$ cat config.mk
export PLATFORM = sky130hd
export DESIGN_NAME = ifetch_unit
export DESIGN_NICKNAME = d
export VERILOG_FILES = /design/src/rtl/ifetch_unit_pkg.sv /design/src/rtl/ifetch_unit.sv
export SDC_FILE = /design/constraint.sdc
export NUM_CORES = 1
export LEC_CHECK = 0
export CELL_PAD_IN_SITES_DETAIL_PLACEMENT = 0
export CELL_PAD_IN_SITES_GLOBAL_PLACEMENT = 1
export CORE_AREA = 2 2 114 160
export CTS_BUF_LIST = sky130_fd_sc_hd__clkbuf_8
export CTS_CLUSTER_DIAMETER = 120
export DETAILED_ROUTE_END_ITERATION = 16
export DIE_AREA = 0 0 116 162
export HOLD_SLACK_MARGIN = 0.03
export MAX_ROUTING_LAYER = met4
export PLACE_DENSITY_LB_ADDON = 0.2
export SETUP_SLACK_MARGIN = 0.02
export SLEW_MARGIN = 0
export SYNTH_ARGS = -nofsm -noshare
export SYNTH_HDL_FRONTEND = slang
export SYNTH_SLANG_ARGS = --single-unit
$ cat constraint.sdc
create_clock -name clk_i -period 4.2 [get_ports clk_i]
set_input_delay 0.42 -clock clk_i [delete_from_list [all_inputs] [get_ports clk_i]]
set_output_delay 0.42 -clock clk_i [all_outputs]
set_load 0.01 [all_outputs]
$ cat src/rtl/ifetch_unit_pkg.sv
// ifetch_unit_pkg: shared fetch-stage state encoding and constants
package ifetch_unit_pkg;
    typedef enum logic [1:0] {
        FETCH_RUN   = 2'd0,
        FETCH_BUF   = 2'd1,
        FETCH_DRAIN = 2'd2
    } fetch_st_e;
    localparam logic [31:0] NOP_INSTR = 32'h0000_0000;
endpackage

$ cat src/rtl/ifetch_unit.sv
// ifetch_unit: PC owner with variable-latency imem fetch, hold skid buffer and redirect drain
import ifetch_unit_pkg::*;
module ifetch_unit #(
    parameter logic [31:0] RESET_PC = 32'h0000_0000
) (
    input  logic        clk_i,
    input  logic        rst_i,
    input  logic        stallHold_i,
    input  logic        branchTaken_i,
    input  logic [31:0] branchTarget_i,
    output logic        imemReq_o,
    output logic [31:0] imemAddr_o,
    input  logic        imemAck_i,
    input  logic [31:0] imemData_i,
    output logic [31:0] nextInstrAddr_o,
    output logic [31:0] instr_o,
    output logic        flush_o,
    output logic [31:0] pc_o
);
    fetch_st_e   st;
    logic [31:0] pc, buf_instr, saved_target;
    logic        ack, redirect, issue;
    always_comb begin
        imemReq_o       = !rst_i && st != FETCH_BUF;
        ack             = imemAck_i && imemReq_o;
        redirect        = branchTaken_i && !stallHold_i;
        issue           = !rst_i && !redirect && !stallHold_i &&
                          (st == FETCH_BUF || (st == FETCH_RUN && ack));
        instr_o         = issue ? (st == FETCH_BUF ? buf_instr : imemData_i) : NOP_INSTR;
        flush_o         = !issue;
        imemAddr_o      = pc;
        pc_o            = pc;
        nextInstrAddr_o = pc + 32'd4;
    end
    always_ff @(posedge clk_i) begin
        if (rst_i) begin
            pc           <= RESET_PC;
            st           <= FETCH_RUN;
            buf_instr    <= NOP_INSTR;
            saved_target <= 32'h0;
        end else begin
            case (st)
                FETCH_RUN: begin
                    if (redirect && ack) begin
                        pc <= branchTarget_i;
                    end else if (redirect) begin
                        saved_target <= branchTarget_i;
                        st           <= FETCH_DRAIN;
                    end else if (stallHold_i && ack) begin
                        buf_instr <= imemData_i;
                        st        <= FETCH_BUF;
                    end else if (ack) begin
                        pc <= pc + 32'd4;
                    end
                end
                FETCH_BUF: begin
                    if (!stallHold_i) begin
                        pc <= redirect ? branchTarget_i : pc + 32'd4;
                        st <= FETCH_RUN;
                    end
                end
                FETCH_DRAIN: begin
                    // a redirect arriving with the stale ack is the newest target
                    if (ack) begin
                        pc <= redirect ? branchTarget_i : saved_target;
                        st <= FETCH_RUN;
                    end else if (redirect) begin
                        saved_target <= branchTarget_i;
                    end
                end
                default: st <= FETCH_RUN;
            endcase
        end
    end
endmodule

==> flow_summary.ini <==
[grt]
antenna_found_initial = 0
grt_max_degree = 62
globalRouteTotalUtil_pct = 23.3
grt_pass1_vias = 6240
grt_pass1_wl_um = 33700
grt_overflow_total = 0

[critical_path]
worst_path_max_delay_cell = clkdlybuf4s50_1
critPathMostFrequentCell = nand2_1
critical_path.cell_chain = nand4_1, buf_4, nor2_1, nand2_1, or3_1, nand2_1, clkdlybuf4s50_1
cp_max_fo = 8
cp-start-kind = register
slowest_delay_ns = 0.53
cp-end-kind = primary output
worstPathArrival_ns = 3.03
path_class = register to primary output
r2r_cells = 9
crit_required_ns = 3.78

[timing]
slew_violations = 0
skew_ns = 0.0102
period_share_pct = 82.1
worstMarginPinSlew_ns = 1.07
rsz0062_at_grt = false
fmax_ghz = 0.290
setup_violations = 0
tns_ns = 0
max_slew_margin_pct = 28.4
fin_crit_ns = 3.45
hold_viol_final = 0

[clock_network]
ctsHoldBuffers = 0
postCtsSetupBuffers = 0
cts.sinks = 98
cts_root_buf = clkbuf_8
path_clk_slew_ns = 0.10
cts_tree = yes
worstSkewPairLatency_ns = 0.39
cts_buffers = 9
cts-resized-gates = 0
htreeDepth = 3
clockBufferDepth = 2

[synthesis]
muxShareOfSynthArea_pct = 6.85
synth_xor_area_share_pct = 3.48
async_flop_share_pct = 0
ys_seq_elements = 98
ys_warn_count = 0
post_synth_and_or_nand_nor_area_fraction_pct = 23.8
synth.net_count = 936
synth_cell_types = 65
synth-edff-count = 0
synth_ff_type = dfxtp_1
syn-cell-area_um2 = 6290
ys_seq_area_share_pct = 31.2
synth_cells = 862
syn_avg_cell_area_um2 = 7.29
synthAdderAreaFrac_pct = 0.995
synth_compound_area_share_pct = 24.9
synth.area.top_cells = dfxtp_1 (31%), nand2_1 (11%), a21oi_1 (8.0%)
synth_top_area_cell = dfxtp_1
synth_top_family_by_area = compound AO/OA/AOI/OAI gates
netlist.area_leader.share_pct = 31.2

[drt]
routedWlPerCell_um = 17.1
vias = 6538
vias_per_cell = 5.29
routed_wl_um = 21200
drtAntennaViolNets = 0
first_pass_iters = 6
drcViolationCount = 0
drt_iter0_drc = 376

[finish]
n_fill_cell = 1796
n_antenna_cell = 0
final_layout_size_suffix_gt1_share_pct = 5.49
final_common_cell = clkdlybuf4s50_1
nets = 1070
utilization_pct = 49.0
area_delta_synth_final_pct = 34.5
layout.cells.most_common_list = clkdlybuf4s50_1 (197), nand2_1 (184), a21oi_1 (100)

[flow_run]
maxCapViolations = 0

[worst_hold_path]
hold_depth = 2
hold_path.class = register to register

[floorplan]
num_io_pins = 199
num_rows = 57
dieWidth_um = 116
die_h_um = 162
coreArea_um2 = 17300
initial_core_util_pct = 36.4
die_area_um2 = 18800

[placed_design]
gp_congestion = 0.836
dp_hpwl_um = 14900
io_buffers = 198

[power_and_ir_drop]
p_leak_uw = 0.00290
pwr_density_cell_nw_per_um2 = 303
ir_drop_mv = 0.141

[outcome]
status = finished clean
[critical path: cells and delay by family (launching register included)]
| kind | cells | cell delay (ns) |
|---|---|---|
| DFF | 1 | 0.50 |
| buffers and inverters | 2 | 0.72 |
| and+or+nand+nor | 5 | 1.42 |
[power by group]
group | internal, uW | switching [uW] | total [uW]
combinational | 382 | 402 | 785
sequential | 986 | 73.3 | 1060
clock | 367 | 356 | 723
[metrics by stage]
stage	hold slack, ns	instance area (um^2)	worst slack [ns]	cells	power, uW
6_report	0.457	8460	0.752	1237	2570
4_1_cts	0.456	8460	0.744	1237	2590
3_3_place_gp	0.441	8230	0.999	1221	1870
2_1_floorplan	0.432	6290	1.96	862	1510
3_5_place_dp	0.444	8230	0.943	1221	1870
5_1_grt	0.476	8460	0.576	1237	2700
[layer usage]
metal	GRT usage [%]	up-vias	share of wire, %
li1	-	3272	-
met1	29.3	3025	44
met2	37.9	212	48
met3	2.13	29	4.6
met4	10.3	0	3.2
met5	-	-	0
[kinds of logic after synthesis]
logic type | Yosys count
compound gates | 244
buf+inv | 110
flops | 98
xor+xnor | 25
fa+ha+maj | 5
mux | 42
simple gates | 338
[final timing paths]
path | start | slack (ns) | end
max | imemAddr_o[2]$_SDFFE_PP0P_ | 0.75 | nextInstrAddr_o[29]
min | saved_target[14]$_SDFFE_PP0P_ | 0.46 | saved_target[14]$_SDFFE_PP0P_
max reg2reg | st[1]$_SDFFE_PP0P_ | 1.27 | imemAddr_o[21]$_SDFFE_PP0P_
min reg2reg | saved_target[14]$_SDFFE_PP0P_ | 0.46 | saved_target[14]$_SDFFE_PP0P_
[cell usage after synthesis, drive strengths merged, types with 4 or more instances]
| cell type | number |
|---|---|
| o211ai | 7 |
| and2 | 5 |
| dfxtp | 98 |
| a211oi | 4 |
| nor4 | 7 |
| nor2b | 5 |
| a22oi | 5 |
| o22ai | 4 |
| a31oi | 5 |
| xor2 | 8 |
| ha | 5 |
| a221oi | 20 |
| or3 | 4 |
| nor2 | 82 |
| o2bb2ai | 18 |
| a22o | 4 |
| o221ai | 4 |
| mux2i | 34 |
| mux2 | 8 |
| o21ai | 43 |
| and3 | 4 |
| a221o | 6 |
| xnor2 | 17 |
| a21boi | 4 |
| clkbuf | 49 |
| nand3 | 22 |
| nand4 | 6 |
| a21oi | 101 |
| nand2 | 184 |
| inv | 11 |
| nor3 | 9 |
| buf | 48 |
[sequential cells by signal, indices dropped and copies added (netlist names)]
| signal | cells |
|---|---|
| buf_instr | 32 |
| saved_target | 32 |
| imemAddr_o | 32 |
| st | 2 |
[cell type report]
type                       instances  area [um^2]  share of cell area [%]
multi-input combinational        654         3780                    44.7
sequential                        98         1960                    23.2
inverter                          13         48.8                   0.577
tap                              236          295                    3.49
clock inverter                     5         77.6                   0.917
clock buffer                      11          151                    1.79
timing repair buffer             220         2140                    25.3
Power figures use the tool's default switching activity.
